<file path="config.mk">
export PLATFORM = sky130hd
export DESIGN_NAME = seq_arith_unit
export DESIGN_NICKNAME = d
export VERILOG_FILES = /design/src/rtl/seq_arith_unit.sv
export SDC_FILE = /design/constraint.sdc
export NUM_CORES = 1
export LEC_CHECK = 0
export ABC_CLOCK_PERIOD_IN_PS = 10300
export BUFFER_PORTS_ARGS = -buffer_cell sky130_fd_sc_hd__buf_2
export CAP_MARGIN = 40
export CELL_PAD_IN_SITES_DETAIL_PLACEMENT = 1
export CELL_PAD_IN_SITES_GLOBAL_PLACEMENT = 1
export CORE_MARGIN = 8
export CORE_UTILIZATION = 44
export DETAILED_ROUTE_END_ITERATION = 16
export GPL_TIMING_DRIVEN = 0
export PLACE_DENSITY_LB_ADDON = 0.2
export SKIP_LAST_GASP = 1
export SYNTH_ARGS = -nofsm -noshare
export SYNTH_HDL_FRONTEND = slang
export SYNTH_SLANG_ARGS = --single-unit
</file>
<file path="constraint.sdc">
create_clock -name clk -period 10.3 [get_ports clk]
set_input_delay 1.545 -clock clk [delete_from_list [all_inputs] [get_ports clk]]
set_output_delay 1.545 -clock clk [all_outputs]
set_load 0.02 [all_outputs]
</file>
<file path="src/rtl/seq_arith_unit.sv">
// seq_arith_unit: handshaked add/inc/sub/dec unit with an optional shift-add multiplier.
// Define SEQ_ARITH_UNIT_MUL_EN to build the multiplier (op 100); otherwise op 100 is reserved.
module seq_arith_unit #(
  parameter int WIDTH = 16
) (
  input  logic             clk,
  input  logic             rst,
  input  logic [WIDTH-1:0] X,
  input  logic [WIDTH-1:0] Y,
  input  logic [2:0]       op,
  input  logic             in_valid,
  output logic             in_ready,
  output logic [WIDTH-1:0] out,
  output logic             carry,
  output logic             zero,
  output logic             err,
  output logic             out_valid,
  input  logic             out_ready
);

  typedef enum logic [1:0] {
    IDLE,
    CALC,
    DONE
  } state_t;

  state_t           r_state;
  state_t           w_next;
  logic             w_accept;
  logic             w_is_mul;
  logic             w_calc_end;
  logic [WIDTH:0]   w_full;
  logic [WIDTH-1:0] w_val;
  logic             w_c;
  logic             w_e;
  logic [WIDTH-1:0] r_out;
  logic             r_carry;
  logic             r_zero;
  logic             r_err;

  assign w_accept = (r_state == IDLE) && in_valid;

  // Single-cycle ops; bit WIDTH of w_full is the add carry / sub borrow.
  always_comb begin
    w_full = '0;
    w_c    = 1'b0;
    w_e    = 1'b0;
    unique case (1'b1)
      (op == 3'b000): begin
        w_full = {1'b0, X} + {1'b0, Y};
        w_c    = w_full[WIDTH];
      end
      (op == 3'b001): begin
        w_full = {1'b0, X} + {{WIDTH{1'b0}}, 1'b1};
        w_c    = &X;
      end
      (op == 3'b010): begin
        w_full = {1'b0, X} - {1'b0, Y};
        w_c    = w_full[WIDTH];
      end
      (op == 3'b011): begin
        w_full = {1'b0, X} - {{WIDTH{1'b0}}, 1'b1};
        w_c    = (X == '0);
      end
      default: w_e = 1'b1;
    endcase
  end

  assign w_val = w_full[WIDTH-1:0];

`ifdef SEQ_ARITH_UNIT_MUL_EN
  localparam int CW = $clog2(WIDTH);

  logic [CW-1:0]      r_cnt;
  logic [2*WIDTH-1:0] r_acc;
  logic [2*WIDTH-1:0] r_mcand;
  logic [WIDTH-1:0]   r_mplier;
  logic [2*WIDTH-1:0] w_acc_nxt;

  assign w_is_mul   = (op == 3'b100);
  assign w_acc_nxt  = r_acc + (r_mplier[0] ? r_mcand : '0);
  assign w_calc_end = (r_state == CALC) && (r_cnt == CW'(WIDTH - 1));

  always_ff @(posedge clk) begin
    if (rst) begin
      r_cnt    <= '0;
      r_acc    <= '0;
      r_mcand  <= '0;
      r_mplier <= '0;
    end else if (w_accept && w_is_mul) begin
      r_cnt    <= '0;
      r_acc    <= '0;
      r_mcand  <= {{WIDTH{1'b0}}, X};
      r_mplier <= Y;
    end else if (r_state == CALC) begin
      r_cnt    <= r_cnt + CW'(1);
      r_acc    <= w_acc_nxt;
      r_mcand  <= r_mcand << 1;
      r_mplier <= r_mplier >> 1;
    end
  end
`else
  assign w_is_mul   = 1'b0;
  assign w_calc_end = 1'b0;
`endif

  always_ff @(posedge clk) begin
    if (rst) r_state <= IDLE;
    else     r_state <= w_next;
  end

  always_comb begin
    w_next = r_state;
    unique case (r_state)
      IDLE:    if (in_valid) w_next = w_is_mul ? CALC : DONE;
      CALC:    if (w_calc_end) w_next = DONE;
      DONE:    if (out_ready) w_next = IDLE;
      default: w_next = IDLE;
    endcase
  end

  always_ff @(posedge clk) begin
    if (rst) begin
      r_out   <= '0;
      r_carry <= 1'b0;
      r_zero  <= 1'b0;
      r_err   <= 1'b0;
    end else if (w_accept && !w_is_mul) begin
      r_out   <= w_val;
      r_carry <= w_c;
      r_zero  <= (w_val == '0);
      r_err   <= w_e;
    end
`ifdef SEQ_ARITH_UNIT_MUL_EN
    else if (w_calc_end) begin
      r_out   <= w_acc_nxt[WIDTH-1:0];
      r_carry <= |w_acc_nxt[2*WIDTH-1:WIDTH];
      r_zero  <= (w_acc_nxt[WIDTH-1:0] == '0);
      r_err   <= 1'b0;
    end
`endif
  end

  assign in_ready  = (r_state == IDLE);
  assign out_valid = (r_state == DONE);
  assign out       = r_out;
  assign carry     = r_carry;
  assign zero      = r_zero;
  assign err       = r_err;

endmodule

</file>
Word-level counts from Yosys, hierarchy flattened
Cells that the tools add are included.
Widths: inputs -> output; s select.
{"block": "word_totals", "regBits": 21, "latch_bits": 0, "ram_bits": 0, "rom_bits": 0, "inputBits": 39, "output_inout_bits": 21, "word_cells": 31, "n_memories": 0}
{"block": "op_classes", "n_addsub": 4, "multipliers": 0, "div_mod_pow": 0, "magnitude_cmp": 0, "eq_ne": 7, "shifts": 0, "muxes": 6, "bitwise": 1, "reduce_logical": 8}
{"op": "$pmux 16 s4", "n": 1}
{"op": "$logic_not 16->1", "n": 2}
{"op": "$add 16x16->17", "n": 1}
{"op": "$sub 16x16->17", "n": 1}
{"op": "$add 16x1->16 const B", "n": 1}
{"op": "$reduce_and 16->1", "n": 1}
{"op": "$sub 16x1->16 const B", "n": 1}
{"op": "$eq 3x2->1 const B", "n": 2}
{"op": "$pmux 2 s3", "n": 1}
{"op": "$mux 2", "n": 2}
{"op": "$pmux 1 s4", "n": 1}
{"op": "$reduce_or 4->1", "n": 1}
{"op": "$eq 3x1->1 const B", "n": 1}
{"op": "$logic_not 3->1", "n": 1}
{"op": "$reduce_and 3->1", "n": 1}
{"op": "$eq 2x1->1 const B", "n": 1}
{"op": "$eq 2x2->1 const B", "n": 1}
{"op": "$logic_not 2->1", "n": 1}
{"op": "$ne 2x1->1 const B", "n": 1}
{"op": "$ne 2x2->1 const B", "n": 1}
{"op": "$logic_and 1x1->1", "n": 1}
{"op": "$mux 1", "n": 1}
{"op": "$not 1->1", "n": 1}

Longest topological paths before layout
{"block": "depth", "depth_word": 3, "mapped_depth": 15, "mapped_depth_nobuf": 12}

Worst setup path before layout
OpenSTA, ideal clock, no wires.
{"block": "synth_path", "path_type": "input port to flip-flop", "startpoint": "input port op[0]", "endpoint": "register r_zero, in the netlist zero", "setup_time_ps": 69, "arrival_time_ps": 4347, "required_time_ps": 10231, "setup_slack_ps": 5884, "path_stages": 15, "path_buffers": 3, "path_cell_list": "buf_2 -> and3b_1 -> clkbuf_1 -> buf_1 -> xnor2_1 -> ha_1 -> or4_1 -> nor3_1 -> a32oi_1 -> xnor2_1 -> a221oi_1 -> nand2_1 -> nor4_2 -> nand4b_1 -> o21ai_1"}
{"block": "synth_between", "elab_chain_len": 3, "word_cells_on_any_way": 6, "cone_classes": "eq/ne (3); mux (1); reduce/logical (2)"}
{"element": "start, declared", "line": "10", "rtl": "input logic [2:0] op,"}
{"element": "$eq 3x2->1 (tied with other cells)", "line": "61", "rtl": "(op == 3'b011): begin"}
{"element": "$pmux 16 s4 *", "line": "48", "rtl": "unique case (1'b1)"}
{"element": "$logic_not 16->1 *", "line": "131", "rtl": "r_zero <= (w_val == '0);"}
{"element": "end signal, assigned", "line": "131"}
{"element": "end, declared", "line": "38", "rtl": "logic r_zero;"}
Every way passes the cells marked *; elsewhere a longest branch is shown, timed or not.
A chain may end at the register's enable or synchronous reset.

Final worst setup path
Same ends and word-level chain as after synthesis.

==> impl_metrics.yaml <==
outcome:
  status: "finished, final reports clean"
pwr:
  power_density_nw_per_um2: 84.1
  irDropWorstVdd_mv: 0.0356
  p_leak_nw: 1.65
placed_design:
  dpl.hpwl_mm: 10.0
  globalplace.congestion: 0.933
  dpl_cell_area_um2: 3720
  port_buffers: 58
  dp_slack_ns: 4.92
floorplan:
  rows: 31
  die_w_um: 103
  core_area_um2: 7250
  boundaryPins: 60
  start_util: 0.456
  die_h_um: 103
  die_area_um2: 10600
yosys:
  synth-xor-area-share: 0.0529
  synth_mux_area_frac: 0.0355
  syn_avg_cell_area_um2: 6.98
  synth-simple-area-share: 0.300
  synth_edf_count: 0
  ys_seq_elements: 20
  netlist_area_um2: 3310
  synth_compound_area_frac: 0.269
  netlist-cell-type-count: 67
  synthAdderAreaFrac: 0.144
  synth_fp_nets: 550
  synth_top_family_by_area: "simple AND/OR/NAND/NOR gates"
  syn-instance-count: 474
  synthFlopType: "dfxtp_1"
  async_reset_ff_frac: 0
  yosysSeqAreaShare: 0.121
  synth_warnings: 0
setup_path:
  cpMostUsedCell: "xnor2_1"
  cp_cell_sequence: "buf_2 > and3b_1 > clkbuf_1 > buf_1 > xnor2_1 > ha_1 > or4_1 > o21a_1 > nor2_1 > xnor2_1 > a221oi_1 > nand4_1 > nor4_2 > nand4b_1 > o21ai_1"
  start_kind: "primary input"
  worst_ep_required_time_ns: 10.49
  critPathArrivalTime_ns: 5.40
  worstSetupPathType: "in -> reg"
  crit_family: "simple AND/OR/NAND/NOR gates"
  slowest_delay_ns: 0.57
  critical_path_buf_inv_count: 3
  end_kind: "register"
  crit_fanout: 11
  crit_slowest_cell: "a221oi_1"
detailed_routing:
  num_vias: 3859
  drc_errors: 0
  vias_per_cell: 6.08
  ant_nets: 0
  wire_per_inst_um: 19.3
  totalWireLength_mm: 12.2
  drtIter0Drc: 257
  first_pass_iters: 4
run:
  max-cap-violations: 0
grt:
  grt_max_degree: 12
  grt_usage: 0.236
  grt_pass1_wl_mm: 20.0
  grt_pass1_vias: 4101
  antenna_found_initial: 0
  grt_remaining_overflow: 0
timing:
  fin_crit_sh: 0.506
  hold_viol_final: 0
  relSlewSlack: 0.470
  fmax_mhz: 192
  rsz0062_at_grt: "no"
  maxSlewViolCount: 0
  period_minus_slack_ns: 5.21
  finalSetupViolations: 0
  setup_slack_ns: 5.09
  worstMarginPinSlew_ns: 0.774
  skew_ns: 0.00623
  final.setup.tns_ns: 0
clock_tree:
  postCtsSetupBuffers: 0
  path_clk_slew_ns: 0.08
  cts_resized: 0
  cts_root_buffer: "clkbuf_8"
  cts_buffer_depth: 2
  ctsHtreeMaxLevel: 1
  cts_tree: "built"
  clock_insertion_delay_worst_skew_ns: 0.26
  postCtsHoldBufs: 0
  cts.sinks: 20
  cts_buffers: 3
cells_and_area:
  final_area_um2: 3780
  finish.net_count: 613
  layout-drive-gt1-share: 0.142
  final_common_cell: "buf_2"
  area_growth_pct: 14.2
  fill_cells: 984
  final_cell_mix: "60 x buf_2, 42 x nor2_1, 42 x nand2_1"
  antennaDiodeCount: 0
min_path:
  hold_path.class: "reg -> reg"
==> registers in the layout, summed over array words and instances (netlist names) <==
register	cells
zero	1
carry	1
r_state	1
err	1
out	16
==> cells in the mapped netlist, types with 8 or more instances <==
| cell type | count | share of area |
|---|---|---|
| a21oi_1 | 29 | 0.044 |
| nor3_1 | 35 | 0.053 |
| a211oi_1 | 11 | 0.025 |
| nor4_1 | 11 | 0.021 |
| ha_1 | 35 | 0.13 |
| xnor2_1 | 12 | 0.032 |
| mux2i_1 | 8 | 0.024 |
| inv_1 | 39 | 0.044 |
| nand3_1 | 16 | 0.024 |
| dfxtp_1 | 20 | 0.12 |
| o21ai_0 | 12 | 0.018 |
| clkbuf_1 | 22 | 0.025 |
| xor2_1 | 8 | 0.021 |
| nor2_1 | 42 | 0.048 |
| o211ai_1 | 10 | 0.023 |
| nand2_1 | 42 | 0.048 |
==> worst paths after layout <==
path | startpoint | endpoint | slack [ns] | cells after the start
worst max-delay path | op[0] | zero | 5.09 | 15
worst min-delay path | out[1] | out[1] | 0.46 | 2
worst max register to register | r_state[1] | zero | 8.16 | 8
worst min register to register | out[1] | out[1] | 0.46 | 2
==> power breakdown <==
part,switching [mW],internal [mW]
clock network,0.0255,0.0340
registers,0.00266,0.0824
logic,0.111,0.0620
total,0.140,0.178
==> metrics by stage <==
stage	cells	hold slack, ns	util	power, mW
after detailed placement	631	0.449	0.514	0.257
after global routing	635	0.477	0.521	0.338
final	635	0.456	0.521	0.318
after floorplan	474	0.535	-	0.202
after global placement	631	0.441	0.514	0.251
after CTS	635	0.459	0.521	0.317
==> worst min-delay path: stages (launching register included) <==
cell and delay (ns):
dfxtp_1 0.31, nand2_1 0.05, a21oi_1 0.05
==> cell type report <==
cell class                      instances  area [um2]  share of cell area
Multi-Input combinational cell        387        2660               0.703
Sequential cell                        20         400               0.106
Timing Repair Buffer                   58         290              0.0768
Inverter                               40         150              0.0397
Tap cell                               99         124              0.0328
Buffer                                 27         104              0.0275
Clock buffer                            4        55.1              0.0146
==> cells by family after synthesis <==
logic type	Yosys count
and+or+nand+nor	193
AOI/OAI and AO/OA	126
buffers and inverters	67
adders and majority gates	37
xor gates and xnor gates	20
DFF	20
muxes	11
==> metal layers <==
metal / GRT usage / part of all wire / routed length [um] / vias to the layer above
met4: 0.0590 / 0.011 / 134 / 0
met5: 0 / 0 / 0 / -
met2: 0.419 / 0.47 / 5780 / 116
met3: 0.0176 / 0.059 / 719 / 11
li1: - / - / - / 1879
met1: 0.299 / 0.46 / 5600 / 1853
No activity file was read; power rests on OpenSTA's default activity.
